<file path="config.mk">
export PLATFORM = sky130hd
export DESIGN_NAME = sync_floating_collisions_flat
export DESIGN_NICKNAME = d
export VERILOG_FILES = /design/src/rtl/sync_floating_collisions_pkg.sv /design/src/rtl/sync_floating_collisions_if.sv /design/src/rtl/sync_floating_collisions_sync_counter.sv /design/src/rtl/sync_floating_collisions.sv /design/src/flat_wrapper.sv
export SDC_FILE = /design/constraint.sdc
export NUM_CORES = 1
export LEC_CHECK = 0
export CORE_UTILIZATION = 46
export CTS_BUF_LIST = sky130_fd_sc_hd__clkbuf_16
export CTS_CLUSTER_DIAMETER = 120
export DETAILED_ROUTE_END_ITERATION = 8
export PLACE_DENSITY = 0.81
export SETUP_SLACK_MARGIN = 0.15
export SLEW_MARGIN = 15
export SYNTH_ARGS = -nofsm -noshare
export SYNTH_HDL_FRONTEND = slang
export SYNTH_SLANG_ARGS = --single-unit
export TNS_END_PERCENT = 50
</file>
<file path="constraint.sdc">
create_clock -name i_Clk -period 3 [get_ports i_Clk]
set_clock_uncertainty 0.2 [all_clocks]
set_input_delay 0.6 -clock i_Clk [delete_from_list [all_inputs] [get_ports i_Clk]]
set_output_delay 0.6 -clock i_Clk [all_outputs]
set_load 0.02 [all_outputs]
</file>
<file path="src/rtl/sync_floating_collisions_pkg.sv">
// Shared constants and types for the Frogger playfield core.
// Tile coordinates are 6 bits wide; one tile is 32 pixels.
package sync_floating_collisions_pkg;

   localparam int TILE_SIZE   = 32;
   localparam int GAME_WIDTH  = 14;
   localparam int GAME_HEIGHT = 13;
   localparam int NUM_LOGS    = 5;
   localparam int NUM_CARS    = 5;
   localparam int TILE_W      = 6;
   localparam int COUNT_W     = 10;
   localparam int TIMER_W     = 23;

   typedef logic [TILE_W-1:0]  tile_t;
   typedef logic [COUNT_W-1:0] count_t;

   typedef struct packed {
      tile_t x;
      tile_t y;
   } tile_pos_t;

   // Exact 6-bit match of two tile positions.
   function automatic logic tile_match(tile_pos_t a, tile_pos_t b);
      return (a.x == b.x) && (a.y == b.y);
   endfunction

endpackage

</file>
<file path="src/rtl/sync_floating_collisions_if.sv">
// Playfield bus between the sync generator / frog control side (master)
// and the playfield core (slave). Array element n-1 corresponds to car/log n.
interface sync_floating_collisions_if;
   import sync_floating_collisions_pkg::*;

   logic                     i_HSync;
   logic                     i_VSync;
   tile_t                    i_Frogger_X;
   tile_t                    i_Frogger_Y;
   tile_t                    i_Frogger_Orig_X;
   tile_t                    i_Frogger_Orig_Y;
   tile_t [NUM_CARS-1:0]     i_Car_X;
   tile_t [NUM_CARS-1:0]     i_Car_Y;

   logic                     o_HSync;
   logic                     o_VSync;
   count_t                   o_Col_Count;
   count_t                   o_Row_Count;
   tile_t [NUM_LOGS-1:0]     o_Floating_X;
   tile_t [NUM_LOGS-1:0]     o_Floating_Y;
   logic                     o_Collided;

   modport slave (
      input  i_HSync, i_VSync,
      input  i_Frogger_X, i_Frogger_Y, i_Frogger_Orig_X, i_Frogger_Orig_Y,
      input  i_Car_X, i_Car_Y,
      output o_HSync, o_VSync, o_Col_Count, o_Row_Count,
      output o_Floating_X, o_Floating_Y, o_Collided
   );

   modport master (
      output i_HSync, i_VSync,
      output i_Frogger_X, i_Frogger_Y, i_Frogger_Orig_X, i_Frogger_Orig_Y,
      output i_Car_X, i_Car_Y,
      input  o_HSync, o_VSync, o_Col_Count, o_Row_Count,
      input  o_Floating_X, o_Floating_Y, o_Collided
   );

endinterface

</file>
<file path="src/rtl/sync_floating_collisions_sync_counter.sv">
// Recovers pixel column/row counters from incoming sync.
// A VSync rising edge realigns both counters to zero and takes priority
// over the normal column/row wrap.
module sync_counter
   import sync_floating_collisions_pkg::*;
#(
   parameter int TOTAL_COLS = 800,
   parameter int TOTAL_ROWS = 525
) (
   input  logic   i_Clk,
   input  logic   i_Reset,
   input  logic   i_HSync,
   input  logic   i_VSync,
   output logic   o_HSync,
   output logic   o_VSync,
   output count_t o_Col_Count,
   output count_t o_Row_Count
);

   logic   hsync_q;
   logic   vsync_q;
   count_t col_q, col_d;
   count_t row_q, row_d;
   logic   vsync_rise;

   // Registered VSync doubles as the previous-sample for edge detection.
   assign vsync_rise = i_VSync & ~vsync_q;

   // Next column/row: realign on VSync edge, else advance with wrap.
   always_comb begin
      col_d = col_q;
      row_d = row_q;
      if (vsync_rise) begin
         col_d = '0;
         row_d = '0;
      end else if (col_q == count_t'(TOTAL_COLS - 1)) begin
         col_d = '0;
         if (row_q == count_t'(TOTAL_ROWS - 1)) begin
            row_d = '0;
         end else begin
            row_d = row_q + count_t'(1);
         end
      end else begin
         col_d = col_q + count_t'(1);
      end
   end

   // Sync delay and counter state.
   always_ff @(posedge i_Clk or posedge i_Reset) begin
      if (i_Reset) begin
         hsync_q <= 1'b0;
         vsync_q <= 1'b0;
         col_q   <= '0;
         row_q   <= '0;
      end else begin
         hsync_q <= i_HSync;
         vsync_q <= i_VSync;
         col_q   <= col_d;
         row_q   <= row_d;
      end
   end

   assign o_HSync     = hsync_q;
   assign o_VSync     = vsync_q;
   assign o_Col_Count = col_q;
   assign o_Row_Count = row_q;

endmodule

</file>
<file path="src/rtl/sync_floating_collisions.sv">
// Frogger playfield core: sync-derived pixel counters, five river logs
// stepping left on a shared timer, and a registered frog/hazard collision flag.
// Optional build macro WATER_DROWN_EN: frog on a water lane (rows 1..5) but
// not on that lane's log also counts as a hit. Without it only cars collide.
module sync_floating_collisions
   import sync_floating_collisions_pkg::*;
#(
   parameter int TOTAL_COLS = 800,
   parameter int TOTAL_ROWS = 525,
   parameter int SLOW_COUNT = 4200000,
   parameter int LOG_INIT_X = 13,
   parameter int LOG_MIN_X  = 0,
   parameter int LOG_SPEED  = 1
) (
   input  logic                        i_Clk,
   input  logic                        i_Reset,
   sync_floating_collisions_if.slave   bus
);

   logic [TIMER_W-1:0]   timer_q, timer_d;
   logic                 log_step;
   tile_t [NUM_LOGS-1:0] log_x;
   logic [NUM_CARS-1:0]  car_hit;
   logic [NUM_LOGS-1:0]  water_hit;
   logic                 at_spawn;
   logic                 hit_d;
   logic                 collided_q;
   tile_pos_t            frog_pos;

   sync_counter #(
      .TOTAL_COLS (TOTAL_COLS),
      .TOTAL_ROWS (TOTAL_ROWS)
   ) u_sync_counter (
      .i_Clk       (i_Clk),
      .i_Reset     (i_Reset),
      .i_HSync     (bus.i_HSync),
      .i_VSync     (bus.i_VSync),
      .o_HSync     (bus.o_HSync),
      .o_VSync     (bus.o_VSync),
      .o_Col_Count (bus.o_Col_Count),
      .o_Row_Count (bus.o_Row_Count)
   );

   assign log_step = (timer_q == TIMER_W'(SLOW_COUNT - 1));

   // Shared step timer: counts 0..SLOW_COUNT-1, restarts on terminal count.
   always_comb begin
      timer_d = timer_q + TIMER_W'(1);
      if (log_step) begin
         timer_d = '0;
      end
   end

   // Step timer register.
   always_ff @(posedge i_Clk or posedge i_Reset) begin
      if (i_Reset) begin
         timer_q <= '0;
      end else begin
         timer_q <= timer_d;
      end
   end

   for (genvar g = 0; g < NUM_LOGS; g++) begin : g_log
      tile_t x_q, x_d;

      // Step left; a log that cannot move a full step wraps back to the start.
      always_comb begin
         x_d = x_q;
         if (log_step) begin
            if (x_q < tile_t'(LOG_MIN_X + LOG_SPEED)) begin
               x_d = tile_t'(LOG_INIT_X);
            end else begin
               x_d = x_q - tile_t'(LOG_SPEED);
            end
         end
      end

      // Log column register.
      always_ff @(posedge i_Clk or posedge i_Reset) begin
         if (i_Reset) begin
            x_q <= tile_t'(LOG_INIT_X);
         end else begin
            x_q <= x_d;
         end
      end

      assign log_x[g]     = x_q;
      assign water_hit[g] = (bus.i_Frogger_Y == tile_t'(g + 1)) && (bus.i_Frogger_X != x_q);
   end

   assign bus.o_Floating_X = log_x;

   for (genvar g = 0; g < NUM_LOGS; g++) begin : g_lane_y
      assign bus.o_Floating_Y[g] = tile_t'(g + 1);
   end

   assign frog_pos = '{x: bus.i_Frogger_X, y: bus.i_Frogger_Y};

   for (genvar g = 0; g < NUM_CARS; g++) begin : g_car
      assign car_hit[g] = tile_match(frog_pos, '{x: bus.i_Car_X[g], y: bus.i_Car_Y[g]});
   end

   assign at_spawn = tile_match(frog_pos, '{x: bus.i_Frogger_Orig_X, y: bus.i_Frogger_Orig_Y});

   // Combined hazard hit; the spawn tile is always safe.
   always_comb begin
      hit_d = |car_hit;
`ifdef WATER_DROWN_EN
      hit_d = hit_d | (|water_hit);
`endif
      if (at_spawn) begin
         hit_d = 1'b0;
      end
   end

   // Collision flag follows the hit level with one clock of latency.
   always_ff @(posedge i_Clk or posedge i_Reset) begin
      if (i_Reset) begin
         collided_q <= 1'b0;
      end else begin
         collided_q <= hit_d;
      end
   end

   assign bus.o_Collided = collided_q;

`ifndef WATER_DROWN_EN
   logic unused_water;
   assign unused_water = |water_hit;
`endif

endmodule

</file>
<file path="src/flat_wrapper.sv">
// flat-port wrapper written by rule: the top's interface ports become plain ports
module sync_floating_collisions_flat import sync_floating_collisions_pkg::*;
#(
   parameter int TOTAL_COLS = 800,
   parameter int TOTAL_ROWS = 525,
   parameter int SLOW_COUNT = 4200000,
   parameter int LOG_INIT_X = 13,
   parameter int LOG_MIN_X  = 0,
   parameter int LOG_SPEED  = 1
)
  (i_Clk, i_Reset, bus_i_HSync, bus_i_VSync, bus_i_Frogger_X, bus_i_Frogger_Y, bus_i_Frogger_Orig_X, bus_i_Frogger_Orig_Y, bus_i_Car_X, bus_i_Car_Y, bus_o_HSync, bus_o_VSync, bus_o_Col_Count, bus_o_Row_Count, bus_o_Floating_X, bus_o_Floating_Y, bus_o_Collided);
  sync_floating_collisions_if bus_i ();
  input  logic i_Clk;
  input  logic i_Reset;
  input wire logic [$bits(bus_i.i_HSync)-1:0] bus_i_HSync;
  input wire logic [$bits(bus_i.i_VSync)-1:0] bus_i_VSync;
  input wire logic [$bits(bus_i.i_Frogger_X)-1:0] bus_i_Frogger_X;
  input wire logic [$bits(bus_i.i_Frogger_Y)-1:0] bus_i_Frogger_Y;
  input wire logic [$bits(bus_i.i_Frogger_Orig_X)-1:0] bus_i_Frogger_Orig_X;
  input wire logic [$bits(bus_i.i_Frogger_Orig_Y)-1:0] bus_i_Frogger_Orig_Y;
  input wire logic [$bits(bus_i.i_Car_X)-1:0] bus_i_Car_X;
  input wire logic [$bits(bus_i.i_Car_Y)-1:0] bus_i_Car_Y;
  output wire logic [$bits(bus_i.o_HSync)-1:0] bus_o_HSync;
  output wire logic [$bits(bus_i.o_VSync)-1:0] bus_o_VSync;
  output wire logic [$bits(bus_i.o_Col_Count)-1:0] bus_o_Col_Count;
  output wire logic [$bits(bus_i.o_Row_Count)-1:0] bus_o_Row_Count;
  output wire logic [$bits(bus_i.o_Floating_X)-1:0] bus_o_Floating_X;
  output wire logic [$bits(bus_i.o_Floating_Y)-1:0] bus_o_Floating_Y;
  output wire logic [$bits(bus_i.o_Collided)-1:0] bus_o_Collided;
  assign bus_i.i_HSync = bus_i_HSync;
  assign bus_i.i_VSync = bus_i_VSync;
  assign bus_i.i_Frogger_X = bus_i_Frogger_X;
  assign bus_i.i_Frogger_Y = bus_i_Frogger_Y;
  assign bus_i.i_Frogger_Orig_X = bus_i_Frogger_Orig_X;
  assign bus_i.i_Frogger_Orig_Y = bus_i_Frogger_Orig_Y;
  assign bus_i.i_Car_X = bus_i_Car_X;
  assign bus_i.i_Car_Y = bus_i_Car_Y;
  assign bus_o_HSync = bus_i.o_HSync;
  assign bus_o_VSync = bus_i.o_VSync;
  assign bus_o_Col_Count = bus_i.o_Col_Count;
  assign bus_o_Row_Count = bus_i.o_Row_Count;
  assign bus_o_Floating_X = bus_i.o_Floating_X;
  assign bus_o_Floating_Y = bus_i.o_Floating_Y;
  assign bus_o_Collided = bus_i.o_Collided;
  sync_floating_collisions #(.TOTAL_COLS(TOTAL_COLS), .TOTAL_ROWS(TOTAL_ROWS), .SLOW_COUNT(SLOW_COUNT), .LOG_INIT_X(LOG_INIT_X), .LOG_MIN_X(LOG_MIN_X), .LOG_SPEED(LOG_SPEED)) u_core (.i_Clk(i_Clk), .i_Reset(i_Reset), .bus(bus_i));
endmodule
</file>
==> results of run 1 <==
## kinds of logic (layout without fill, tap and decap cells)
group | Yosys count | in the layout | synth area share [%]
buf+inv | 66 | 175 | 8.04
mux | 7 | 7 | 1.89
other cells | 2 | 30 | 0.158
compound gates | 45 | 45 | 6.10
fa+ha+maj | 9 | 9 | 2.37
flops | 76 | 76 | 40.4
simple gates | 180 | 180 | 20.7
xor+xnor | 111 | 111 | 20.4
## path summary, 6_finish.rpt
check	to	slack (ps)	depth (start not counted)
max in group asynchronous	u_core.g_log[4].x_q[2]	1630	3
min in group asynchronous	u_core.u_sync_counter.o_Row_Count[1]	340	2
setup / recovery	u_core.g_log[2].x_q[1]	550	4
setup reg to reg	u_core.g_log[2].x_q[1]	550	4
hold reg to reg	u_core.timer_q[4]	270	1
hold / removal	u_core.timer_q[4]	270	1
## power breakdown
| part | switching, mW | total [mW] | internal, mW |
|---|---|---|---|
| Clock | 0.424 | 1.15 | 0.723 |
| Combinational | 0.198 | 0.419 | 0.221 |
| Sequential | 0.0281 | 1.08 | 1.05 |
## synth_stat cells (4+ instances only)
cell,count,area [um^2]
xor2_1,27,236
nand3_1,23,115
o21ai_0,15,75.1
clkbuf_1,15,56.3
dfrtp_1,61,1530
nor2b_1,6,37.5
ha_1,9,113
nor3_1,18,90.1
or3_1,9,56.3
and3_1,12,75.1
a21oi_1,11,55.1
o21ai_1,7,35.0
nand2_1,22,82.6
nor2_1,38,143
xnor2_1,84,736
buf_4,31,233
dfstp_2,15,394
mux2_2,4,45.0
nor4_1,6,37.5
nand4_1,25,156
inv_1,15,56.3
## flip-flops by register name, summed over array words and instances, names as in the netlist
signal and cells:
u_core.g_log.x_q 30, u_core.timer_q 23, u_core.u_sync_counter.o_Col_Count 10, u_core.u_sync_counter.o_Row_Count 10, u_core.bus.o_Collided 1, u_core.u_sync_counter.o_HSync 1
u_core.u_sync_counter.o_VSync 1
## metal layers
metal | vias up | global-route usage (%) | wire [um]
met1 | 1861 | 23.3 | 4410
met4 | 0 | 9.08 | 248
met3 | 21 | 3.40 | 508
met2 | 147 | 37.1 | 5610
li1 | 1904 | - | -
met5 | - | 0 | 0
## stage by stage
| stage | power, mW | hold WS (ps) |
|---|---|---|
| CTS | 2.66 | 284 |
| global placement | 1.50 | 253 |
| detailed placement | 1.52 | 276 |
| finish | 2.64 | 273 |
| floorplan | 1.34 | 238 |
| global route | 2.73 | 308 |
## layout make-up
class	instances	area, um^2	area share, %
multi-input combinational	382	2570	39.7
tap	133	166	2.57
timing repair buffer	144	1440	22.3
clock inverter	7	91.3	1.41
inverter	15	56.3	0.869
sequential	76	1920	29.6
clock buffer	9	225	3.48
==> flow_summary.ini, run 1 <==
[finish]
diodes = 0
areaGrowthSynthToFinish_pct = 36.1
layout.nets = 725
fill_cells = 779
final_common_cell = clkdlybuf4s50_1
final_cell_mix = clkdlybuf4s50_1 (140), xnor2_1 (84), dfrtp_1 (61), nor2_1 (38), conb_1 (30)
drive_above_1_share_pct = 8.21
final_cell_count_no_fill = 766
stdcell_area_um2 = 6480
final_util_pct = 65.4

[logic_synthesis]
async_flop_share_pct = 100
synth-edff-count = 0
ys_ff_latch = 76
ys_warn_count = 0
synth_flop_cell = dfrtp_1
synthCells = 496
synthDistinctLibCells = 46
syn_area_per_cell_um2 = 9.60
syn_area_um2 = 4760
synth-seq-area-share_pct = 40.4

[grt]
grt_start_max_net_pins = 43
antenna_found_initial = 0
grt-ovfl-total = 0
grt_pass1_vias = 3913
grt.total_usage_pct = 20.4
grt_pass1_wl_um = 17900

[power_and_ir_drop]
leakagePower_nw = 2.59
powerDensity_nw_per_um2 = 408
vdd_drop_max_v = 0.000309

[outcome]
outcome = completed

[timing]
grt_setup_unrepaired = no
slew_headroom_pct = 50.2
fin_crit_ps = 2450
setup_ws_ps = 548
slew_viol_final = 0
hold_viol = 0
finalSetupViolCount = 0
finalCritPeriodShare_pct = 81.7
fin_setup_tns_ps = 0
tightest_slew_ps = 742
max_freq_ghz = 0.408

[placed_design]
dp_hpwl_um = 8280
numPortBuffers = 140
dpl.cell_count = 750
gp_congestion = 0.819
dpl_worst_slack_ps = 378
placed_area_um2 = 6160

[critical_path]
path_cells = or4b_4 -> or4_4 -> or3_1 -> o21ai_0
slowest_stage = or4_4
cp.required_ps = 3060
setup.worst_path.start = u_core.timer_q[18]
critPathLaunchType = flip-flop
critPathCaptureType = flip-flop
r2r-start = u_core.timer_q[18]
worstPathArrival_ps = 2510
path_max_fanout = 24
crit_buf_inv = 0
cp_slowest_stage_delay_ps = 660
worstSetupPathType = reg -> reg
cp_top_family = simple AND/OR/NAND/NOR gates

[clock_tree]
cts-root-buf = clkbuf_16
postCtsResizedCells = 0
clk_latency_ps = 340
postCtsSetupBuffers = 0
cts_htree_levels = 3
clock_sinks = 76
numCtsBuffers = 9
ctsHoldBuffers = 0
clk_pin_slew_ps = 60
cts_buffer_depth = 2
cts_tree = yes

[die]
dieArea_um2 = 10800
die_y_um = 104
rows = 36
die_x_um = 104
io_pins = 171
core-area_um2 = 9910
initial_core_util_pct = 48.0

[hold_path]
holdCritPathClass = reg -> reg
min_from = u_core.timer_q[4]

[route]
vias = 3933
dr.pass1.iters = 4
route.final.wire_length_um = 10800
via_per_inst = 5.13
wl_per_cell_um = 14.1
drt-initial-drc-count = 148
drcViolationCount = 0
antenna_left = 0

[run]
cap_violations = 0
No activity file was read; power rests on OpenSTA's default activity.
==> inputs of run 2 (changes only) <==
==> constraint.sdc (replaced) <==
create_clock -name i_Clk -period 2.35 [get_ports i_Clk]
set_clock_uncertainty 0.2 [all_clocks]
set_input_delay 0.47 -clock i_Clk [delete_from_list [all_inputs] [get_ports i_Clk]]
set_output_delay 0.47 -clock i_Clk [all_outputs]
set_load 0.02 [all_outputs]
==> run 2 against run 1 <==
  * Cell count increased by 4.2%
  * Non-clock buffer count increased by 31
  * Flip-flop and latch count unchanged
  * Power increased by 25%
  * Sequential power increased by 27%
  * Sequential share of layout area decreased by 1.6 points
  * Largest power group is now registers
  * Critical endpoint is now u_core.g_log[1].x_q[5]
==> flow_summary.ini, run 2 (synthesized netlist as in run 1, its figures left out) <==
[outcome]
outcome = completed

[clock_tree]
clk_latency_ps = 340
ctsHoldBuffers = 0
clk_pin_slew_ps = 60
cts_htree_levels = 3
cts-root-buf = clkbuf_16
numCtsBuffers = 9
cts_buffer_depth = 2
cts_tree = yes
clock_sinks = 76

[finish]
diodes = 0
reg_top3 = u_core.g_log.x_q x30, u_core.timer_q x23
final_common_cell = clkdlybuf4s50_1
fill_cells = 704
final_cell_count_no_fill = 798
largest_reg_flops = 30
layout.nets = 757
top_register = u_core.g_log.x_q
regArea_um2 = 1920
multi_input_area_um2 = 2660
drive_above_1_share_pct = 14.9
final_cell_mix = clkdlybuf4s50_1 (139), xnor2_1 (84), dfrtp_1 (61), nor2_1 (38), conb_1 (30)
areaGrowthSynthToFinish_pct = 43.8
stdcell_area_um2 = 6850

[route]
dr.pass1.iters = 4
wl_per_cell_um = 14.9
drt-initial-drc-count = 148
vias = 4165
antenna_left = 0
route.final.wire_length_um = 11900
drcViolationCount = 0
via_per_inst = 5.22

[die]
die_y_um = 104
core-area_um2 = 9910
dieArea_um2 = 10800
initial_core_util_pct = 48.0
die_x_um = 104
io_pins = 171
rows = 36

[grt]
antenna_found_initial = 0
grt.total_usage_pct = 20.6
grt-ovfl-total = 0
grt_start_max_net_pins = 77
grt_pass1_wl_um = 18100
grt_pass1_vias = 3903

[timing]
hold_viol = 0
tightest_slew_ps = 720
fin_crit_ps = 2260
finalSetupViolCount = 0
finalCritPeriodShare_pct = 96.3
max_freq_ghz = 0.442
slew_viol_final = 0
fin_setup_tns_ps = 0
slew_headroom_pct = 51.4
grt_setup_unrepaired = yes

[hold_path]
holdCritPathClass = reg -> reg

[placed_design]
numPortBuffers = 140
dp_hpwl_um = 8270
placed_area_um2 = 6230
dpl.cell_count = 757
gp_congestion = 0.805

[critical_path]
slowest_stage = dfrtp_1
cp_slowest_stage_delay_ps = 420
critPathLaunchType = flip-flop
cp.required_ps = 2370
worstPathArrival_ps = 2280
critPathCaptureType = flip-flop
path_cells = nor4_2 -> nand3_2 -> buf_6 -> nor4_4 -> buf_4 -> buf_6 -> nand3_2 -> mux2_4
worstSetupPathType = reg -> reg
path_max_fanout = 6

[run]
cap_violations = 0

[power_and_ir_drop]
leakagePower_nw = 2.78
vdd_drop_max_v = 0.000399
powerDensity_nw_per_um2 = 481
run 2: layout make-up:
cell class	instances	area share, %
flip-flops and latches	76	28.1
well taps	133	2.43
multi-input cells	383	38.9
inverters	15	0.877
repair buffers	175	25.4
clock inverters	7	0.987
clock buffers	9	3.29
run 2: path summary, 6_finish.rpt:
path                                   startpoint                endpoint  slack (ps)  cells after the start
max                            u_core.timer_q[20]  u_core.g_log[1].x_q[5]          90                      8
min                        u_core.g_log[4].x_q[3]  u_core.g_log[4].x_q[3]         290                      2
max reg2reg                    u_core.timer_q[20]  u_core.g_log[1].x_q[5]          90                      8
min reg2reg                u_core.g_log[4].x_q[3]  u_core.g_log[4].x_q[3]         290                      2
max in group asynchronous                 i_Reset  u_core.g_log[2].x_q[3]        1190                      3
min in group asynchronous                 i_Reset  u_core.g_log[2].x_q[4]         390                      3
run 2: routing by layer:
layer / vias to the layer above / global-route usage (%) / routed length (um)
li1: 1973 / - / -
met1: 2022 / 24.8 / 4850
met2: 147 / 36.0 / 6200
met3: 23 / 3.27 / 544
met4: 0 / 9.80 / 324
met5: - / 0 / 0
run 2: stage by stage:
step	util (%)	hold slack (ps)	total power [mW]	worst slack (ps)
finish	69.1	289	3.29	87.4
global route	69.1	308	3.39	27.2
CTS	66.6	287	3.28	125
detailed placement	62.8	279	1.93	23.6
global placement	62.8	258	1.92	76.2
floorplan	-	238	1.71	79.4
run 2: report_power, final:
group / leakage (nW) / total (mW) / internal (mW) / switching (mW)
sequential: 0.983 / 1.37 / 1.34 / 0.0330
clock: 0.137 / 1.37 / 0.816 / 0.557
combinational: 1.66 / 0.552 / 0.297 / 0.255
run 2: critical path, delay by kind of cell (launching register included):
kind                   cells  cell delay [ps]
buffers and inverters      3              470
DFF                        1              420
muxes                      1              310
and+or+nand+nor            4              760
run 2: what timing repair did:
action | 4_1_cts | 5_1_grt
buffers inserted | 5 | 17
pin swaps | 2 | 10
endpoints found under the hold margin | 0 | 0
endpoints found under the setup margin | 26 | 47
gates resized for setup | 5 | 25
cloned | 1 | 2
